**src/rtl/operand_loader_pkg.sv**
```systemverilog
// Shared types and defaults for the serial operand pair loader.
package operand_loader_pkg;

    typedef enum logic [1:0] {
        IDLE    = 2'd0,
        SHIFT_A = 2'd1,
        SHIFT_B = 2'd2,
        PRESENT = 2'd3
    } loader_state_t;

    localparam int unsigned DEFAULT_WIDTH = 8;

endpackage

```
**src/rtl/sipo_shift.sv**
```systemverilog
// Serial-in parallel-out shadow register with synchronous clear and shift enable.
module sipo_shift #(
    parameter int unsigned WIDTH     = 8,
    parameter bit          LSB_FIRST = 1'b1
) (
    input  logic             clk,
    input  logic             rst_n,
    input  logic             clr,
    input  logic             en,
    input  logic             din,
    output logic [WIDTH-1:0] q
);

    // LSB-first streams enter at the MSB and walk down to bit 0
    always_ff @(posedge clk or negedge rst_n) begin
        if (!rst_n) begin
            q <= '0;
        end else if (clr) begin
            q <= '0;
        end else if (en) begin
            if (LSB_FIRST) begin
                q <= {din, q[WIDTH-1:1]};
            end else begin
                q <= {q[WIDTH-2:0], din};
            end
        end
    end

endmodule

```
**src/rtl/operand_pair_loader.sv**
```systemverilog
// Assembles operands A then B from a serial stream and presents them with a
// registered valid/ready handshake plus the combined LSB flag.
module operand_pair_loader
    import operand_loader_pkg::*;
#(
    parameter int unsigned WIDTH     = DEFAULT_WIDTH,
    parameter bit          LSB_FIRST = 1'b1
) (
    input  logic             clk,
    input  logic             rst_n,
    input  logic             start,
    input  logic             abort,
    input  logic             ser_in,
    input  logic             ser_valid,
    output logic [WIDTH-1:0] a_out,
    output logic [WIDTH-1:0] b_out,
    output logic             lsb_or,
    output logic             out_valid,
    input  logic             out_ready,
    output logic             busy
);

    localparam int unsigned CW = $clog2(WIDTH + 1);

    loader_state_t    state;
    loader_state_t    state_nxt;
    logic [CW-1:0]    cnt;
    logic [CW-1:0]    cnt_nxt;
    logic             clr_c;
    logic             en_a_c;
    logic             en_b_c;
    logic             load_c;
    logic [WIDTH-1:0] a_q;
    logic [WIDTH-1:0] b_q;
    logic [WIDTH-1:0] b_shift_c;
    logic             last_bit_c;

    sipo_shift #(.WIDTH(WIDTH), .LSB_FIRST(LSB_FIRST)) u_shift_a (
        .clk   (clk),
        .rst_n (rst_n),
        .clr   (clr_c),
        .en    (en_a_c),
        .din   (ser_in),
        .q     (a_q)
    );

    sipo_shift #(.WIDTH(WIDTH), .LSB_FIRST(LSB_FIRST)) u_shift_b (
        .clk   (clk),
        .rst_n (rst_n),
        .clr   (clr_c),
        .en    (en_b_c),
        .din   (ser_in),
        .q     (b_q)
    );

    // B shadow including the bit being accepted this cycle, for the output load
    always_comb begin
        b_shift_c = '0;
        if (LSB_FIRST) begin
            b_shift_c = {ser_in, b_q[WIDTH-1:1]};
        end else begin
            b_shift_c = {b_q[WIDTH-2:0], ser_in};
        end
    end

    assign last_bit_c = (cnt == CW'(WIDTH - 1));

    // Next-state and shadow control; abort overrides everything
    always_comb begin
        state_nxt = state;
        cnt_nxt   = cnt;
        clr_c     = 1'b0;
        en_a_c    = 1'b0;
        en_b_c    = 1'b0;
        load_c    = 1'b0;
        if (abort) begin
            state_nxt = IDLE;
            cnt_nxt   = '0;
            clr_c     = 1'b1;
        end else begin
            unique case (state)
                IDLE: begin
                    if (start) begin
                        state_nxt = SHIFT_A;
                        cnt_nxt   = '0;
                        clr_c     = 1'b1;
                    end
                end
                SHIFT_A: begin
                    if (ser_valid) begin
                        en_a_c = 1'b1;
                        if (last_bit_c) begin
                            state_nxt = SHIFT_B;
                            cnt_nxt   = '0;
                        end else begin
                            cnt_nxt = cnt + CW'(1);
                        end
                    end
                end
                SHIFT_B: begin
                    if (ser_valid) begin
                        en_b_c  = 1'b1;
                        cnt_nxt = cnt + CW'(1);
                        if (last_bit_c) begin
                            state_nxt = PRESENT;
                            load_c    = 1'b1;
                        end
                    end
                end
                PRESENT: begin
                    if (out_ready) begin
                        state_nxt = IDLE;
                        cnt_nxt   = '0;
                    end
                end
                default: begin
                    state_nxt = IDLE;
                    cnt_nxt   = '0;
                end
            endcase
        end
    end

    // State, counter and registered outputs; the pair survives handshake and abort
    always_ff @(posedge clk or negedge rst_n) begin
        if (!rst_n) begin
            state     <= IDLE;
            cnt       <= '0;
            a_out     <= '0;
            b_out     <= '0;
            lsb_or    <= 1'b0;
            out_valid <= 1'b0;
            busy      <= 1'b0;
        end else begin
            state     <= state_nxt;
            cnt       <= cnt_nxt;
            out_valid <= (state_nxt == PRESENT);
            busy      <= (state_nxt != IDLE);
            if (load_c) begin
                a_out  <= a_q;
                b_out  <= b_shift_c;
                lsb_or <= a_q[0] | b_shift_c[0];
            end
        end
    end

endmodule

```
**config.mk**
```make
export PLATFORM = sky130hd
export DESIGN_NAME = operand_pair_loader
export DESIGN_NICKNAME = d
export VERILOG_FILES = /design/src/rtl/operand_loader_pkg.sv /design/src/rtl/sipo_shift.sv /design/src/rtl/operand_pair_loader.sv
export SDC_FILE = /design/constraint.sdc
export NUM_CORES = 1
export LEC_CHECK = 0
export ABC_AREA = 1
export BUFFER_PORTS_ARGS = -buffer_cell sky130_fd_sc_hd__buf_2
export CAP_MARGIN = 20
export CORE_MARGIN = 3
export CORE_UTILIZATION = 45
export DETAILED_ROUTE_END_ITERATION = 10
export GPL_ROUTABILITY_DRIVEN = 0
export PLACE_DENSITY_LB_ADDON = 0.1
export SKIP_CTS_REPAIR_TIMING = 1
export SYNTH_ARGS = -nofsm -noshare
export SYNTH_HDL_FRONTEND = slang
export SYNTH_SLANG_ARGS = --single-unit
export TNS_END_PERCENT = 50
```
**constraint.sdc**
```tcl
create_clock -name clk -period 1.9 [get_ports clk]
set_clock_uncertainty 0.15 [all_clocks]
set_input_delay 0.38 -clock clk [delete_from_list [all_inputs] [get_ports clk]]
set_output_delay 0.38 -clock clk [all_outputs]
set_load 0.005 [all_outputs]
```
# Word level (Yosys, flattened, before mapping)
# Cells that the tools add are included.
dict set report word_totals {
  regBits 41
  in_bits 7
  output_inout_bits 19
  elab_cells 56
}
dict set report classes {
  add_sub_neg 1
  n_eq_ne 9
  mux 31
  bitwise 1
  reduce_logical 5
}
# operator count
set ops {}
lappend ops {{$mux W8} 4}
lappend ops {{$mux W4} 6}
lappend ops {{$pmux W4 S4} 1}
lappend ops {{$mux W2} 7}
lappend ops {{$mux W1} 12}
lappend ops {{$ne A3 B3 Y1 const B} 4}
lappend ops {{$pmux W2 S4} 1}
lappend ops {{$eq A2 B2 Y1 const B} 3}
lappend ops {{$reduce_bool A2 Y1} 3}
lappend ops {{$add A4 B1 Y4 const B} 1}
lappend ops {{$eq A4 B3 Y1 const B} 1}
lappend ops {{$reduce_and A4 Y1} 1}
lappend ops {{$eq A2 B1 Y1 const B} 1}
lappend ops {{$logic_not A2 Y1} 1}
lappend ops {{$or A1 B1 Y1} 1}

# Depth between registers and ports, before layout
dict set report depth {
  ltp_word 6
  depth_mapped 9
  ltp_nobuf 9
}

# Cells and area by module
# Synthesis repeated with hierarchy kept, for this count alone.
dict set report hier_totals {
  hier_cells 228
  area_unflattened_um2 1921.8
}
# mod instances cells_each area_per_inst_um2 seq_area_each_um2
set modules_own_cells {}
lappend modules_own_cells {operand_pair_loader 1 158 1251.2 625.6}
lappend modules_own_cells {sipo_shift 2 35 335.3 200.2}

# Worst setup path after synthesis
# No wires, ideal clock.
dict set report synth_path {
  kind {reg2reg}
  from {reg state[0]}
  to {reg u_shift_a.q[0]}
  setup_ps 77
  arrival_ps 1281
  t_required_ps 1673
  path_slack_ps 391
  stages_incl_launch_ff 7
  path_buffers 1
  synth_period_minus_slack_ps 1509
  path_cell_list {dfrtp_1 -> inv_1 -> ha_1 -> a21oi_2 -> buf_6 -> o21ai_0 -> a21oi_1}
}
dict set report synth_via {
  elab_chain_len 4
  word_cells_on_any_way 8
  classes_between {eq/ne: 1; mux: 5; reduce/logical: 2}
}
# item line
set synth_rtl {}
lappend synth_rtl {{from (decl)} operand_pair_loader.sv:25} ;# loader_state_t state;
lappend synth_rtl {{from (signal assigned)} operand_pair_loader.sv:135} ;# state <= state_nxt;
lappend synth_rtl {{$eq A2 B1 Y1 or $logic_not A2 Y1 (tied branches)} operand_pair_loader.sv:81} ;# unique case (state)
lappend synth_rtl {{$mux W1} operand_pair_loader.sv:81}
lappend synth_rtl {{$mux W1} operand_pair_loader.sv:76} ;# if (abort) begin
lappend synth_rtl {{$reduce_bool A2 Y1 (no source line) or $mux W8 (tied branches)} n/a}
lappend synth_rtl {{to (signal assigned)} sipo_shift.sv:22} ;# q <= {din, q[WIDTH-1:1]};
lappend synth_rtl {{to (signal assigned)} sipo_shift.sv:24} ;# q <= {q[WIDTH-2:0], din};
lappend synth_rtl {{to (decl)} sipo_shift.sv:11} ;# output logic [WIDTH-1:0] q
# Parallel ways exist; a longest one is shown, timed or not.
# A chain may end at the register's enable or synchronous reset.

# Final worst setup path
dict set report layout_path {
  from {reg state[0]}
  to {reg a_out[6]}
}
dict set report layout_via {
  elab_chain_len 3
}
# item line
set layout_rtl {}
lappend layout_rtl {{$eq A2 B2 Y1} operand_pair_loader.sv:81}
lappend layout_rtl {{$mux W1} operand_pair_loader.sv:81}
lappend layout_rtl {{$mux W1} operand_pair_loader.sv:76}
lappend layout_rtl {{to (signal assigned)} operand_pair_loader.sv:140} ;# a_out <= a_q;
lappend layout_rtl {{to (decl)} operand_pair_loader.sv:15} ;# output logic [WIDTH-1:0] a_out,
# Every way passes these cells.

==> results.py <==
metrics = {
    "pwr": {
        "power_density_nw_per_um2": 991,
        "p_leak_nw": 1.14,
        "totalPowerFinal_mw": 2.15,
        "ir_drop_uv": 576,
    },
    "sta": {
        "drv_slew": 0,
        "relSlewSlack": 0.693,
        "worst_pin_slew_ns": 0.461,
        "tns_ns": 0,
        "timing.fmax_mhz": 583,
        "hold_violations": 0,
        "worst_slack_ns": 0.185,
        "finalSetupViolCount": 0,
        "min_period_ns": 1.71,
        "fin_crit_sh": 0.903,
        "rsz0062_at_grt": "no",
    },
    "detailed_routing": {
        "wire_per_inst_um": 12.1,
        "drc_errors": 0,
        "wirelength_mm": 3.46,
        "drt-vias-per-instance": 4.88,
        "dr.pass1.iters": 5,
        "vias": 1392,
        "drt_iter0_drc": 60,
        "ant_nets": 0,
    },
    "final_layout": {
        "fillers": 343,
        "syn_to_final_growth_pct": 16.1,
        "seqCellArea_sq_um": 1000,
        "nets": 248,
        "multi_input_area_sq_um": 694,
        "drive_gt1_frac": 0.249,
        "antennaDiodeCount": 0,
        "final_cells": 285,
    },
    "worst_setup_path": {
        "critPathCapture": "a_out[6]$_DFFE_PN0P_",
        "reg2reg_from": "state[0]$_DFF_PN0_",
        "r2r_slack_ns": 0.19,
        "regToRegEndpoint": "a_out[6]$_DFFE_PN0P_",
        "rr_worst_depth": 8,
        "worstPathArrival_ns": 1.75,
        "worstSetupPathType": "reg -> reg",
        "worstSetupStartpointType": "flop",
        "cp.required_ns": 1.93,
        "crit_start": "state[0]$_DFF_PN0_",
        "cp_max_fo": 22,
        "cp-end-kind": "flop",
    },
    "floorplan": {
        "std_cell_rows": 22,
        "start_util": 0.488,
        "pin_count": 26,
        "fp.dieArea_sq_um": 4960,
        "core_area_sq_um": 3830,
        "die_h_um": 70.4,
        "die_x_um": 70.4,
    },
    "clocking": {
        "cts_sinks": 40,
        "insertion_delay_ns": 0.29,
        "htreeDepth": 2,
        "cts-buffers-inserted": 5,
        "clk_pin_slew_ns": 0.07,
        "root_buffer": "clkbuf_8",
        "cts_tree": "built",
        "clk_path_buf_depth": 2,
    },
    "synthesis": {
        "syn_inst": 203,
        "yosysWarnings": 0,
        "syn-cell-area_sq_um": 1870,
        "synth_cell_types": 20,
        "syn_nets": 215,
        "syn-mean-instance-area_sq_um": 9.20,
        "synth_seq_cells": 40,
        "ys_seq_area_frac": 0.536,
    },
    "placement": {
        "place_ws_ns": 0.192,
        "dp.cells": 276,
        "portBuffers": 25,
        "dpl.hpwl_mm": 2.54,
    },
    "run_status": {
        "status": "finished, final reports clean",
    },
    "global_routing": {
        "first_global_vias": 1420,
        "grt_pass1_wl_mm": 6.29,
        "grt_max_degree": 23,
        "grtUsageTotal": 0.157,
        "gr-total-overflow": 0,
        "antenna_found_initial": 0,
    },
    "flow_run": {
        "drv_cap": 0,
    },
    "hold_path": {
        "hp-class": "in -> reg",
    },
}
## per-layer routing
metal,GRT usage,part of all wire,vias up
met5,0,0,-
met4,0.0468,0.0084,0
met3,0.0576,0.050,4
met2,0.249,0.46,29
met1,0.199,0.48,647
li1,-,-,712
## flip-flops by register name, indices dropped and copies added, names as in the netlist
register     count
u_shift_b.q      7
lsb_or           1
state            2
cnt              4
busy             1
out_valid        1
b_out            8
u_shift_a.q      8
a_out            8
## worst min-delay path by stage
stage,startpoint,to,slack (ns),cells after the start
2_1_floorplan,rst_n,a_out[0]$_DFFE_PN0P_,-0.07,0
3_3_place_gp,rst_n,a_out[4]$_DFFE_PN0P_,0.20,1
3_5_place_dp,rst_n,a_out[4]$_DFFE_PN0P_,0.21,1
4_1_cts,rst_n,a_out[4]$_DFFE_PN0P_,-0.11,1
5_1_grt,ser_in,u_shift_b.q[7]$_DFFE_PN0P_,0.24,3
6_report,ser_in,b_out[7]$_DFFE_PN0P_,0.23,3
## critical path, stage by stage (launching register included)
cell and delay (ns):
dfrtp_1 0.43, inv_1 0.13, ha_1 0.22, nand2_1 0.08, inv_2 0.08, nand3_4 0.17, buf_12 0.21, nand2_1 0.08
o21ai_2 0.06
## power by group
group,total (mW),switching (mW),internal (mW)
Clock,0.676,0.286,0.390
Sequential,0.958,0.0424,0.916
Combinational,0.515,0.337,0.177
## cells in the mapped netlist
cell | instances | area (sq um)
ha_1 | 5 | 62.6
o21ai_0 | 16 | 80.1
o21ai_1 | 1 | 5.00
nand2b_1 | 1 | 6.26
a31oi_1 | 1 | 6.26
o21a_1 | 1 | 7.51
buf_6 | 4 | 45.0
inv_1 | 28 | 105
nand3_1 | 11 | 55.1
nor2_4 | 2 | 22.5
nand3_4 | 1 | 17.5
a21oi_2 | 1 | 8.76
inv_2 | 2 | 7.51
nand2_2 | 1 | 6.26
o21ai_2 | 14 | 123
nand2_1 | 45 | 169
nor2_1 | 8 | 30.0
dfrtp_1 | 40 | 1000
buf_4 | 2 | 15.0
a21oi_1 | 19 | 95.1
## through the flow
step / util / hold slack, ns / area (sq um)
6_report: 0.567 / 0.231 / 2170
5_1_grt: 0.567 / 0.237 / 2170
4_1_cts: 0.564 / -0.112 / 2160
3_5_place_dp: 0.536 / 0.212 / 2050
3_3_place_gp: 0.536 / 0.195 / 2050
2_1_floorplan: - / -0.0656 / 1870
## area by class of cell
cell class	instances	area share
Sequential cell	40	0.462
Clock buffer	6	0.0335
Clock inverter	2	0.0162
Tap cell	48	0.0277
Timing Repair Buffer	32	0.0889
Multi-Input combinational cell	127	0.320
Inverter	30	0.0519
## logic make-up (layout without fill, tap and decap cells)
| family | after synthesis | in the layout | synth area share |
|---|---|---|---|
| fa+ha+maj | 5 | 5 | 0.0335 |
| compound gates | 53 | 53 | 0.174 |
| flops | 40 | 40 | 0.536 |
| buf+inv | 36 | 70 | 0.0924 |
| simple gates | 69 | 69 | 0.164 |
## placed cells by master, fill, tap and decap left out, types with 2 or more instances in the layout
cell and instances:
nand2_1 45, dfrtp_1 40, inv_1 28, buf_2 25
a21oi_1 19, o21ai_0 16, o21ai_2 14, nand3_1 11
nor2_1 8, ha_1 5, clkbuf_8 5, buf_4 5
nor2_4 2, inv_2 2
No activity file was read; power rests on OpenSTA's default activity.
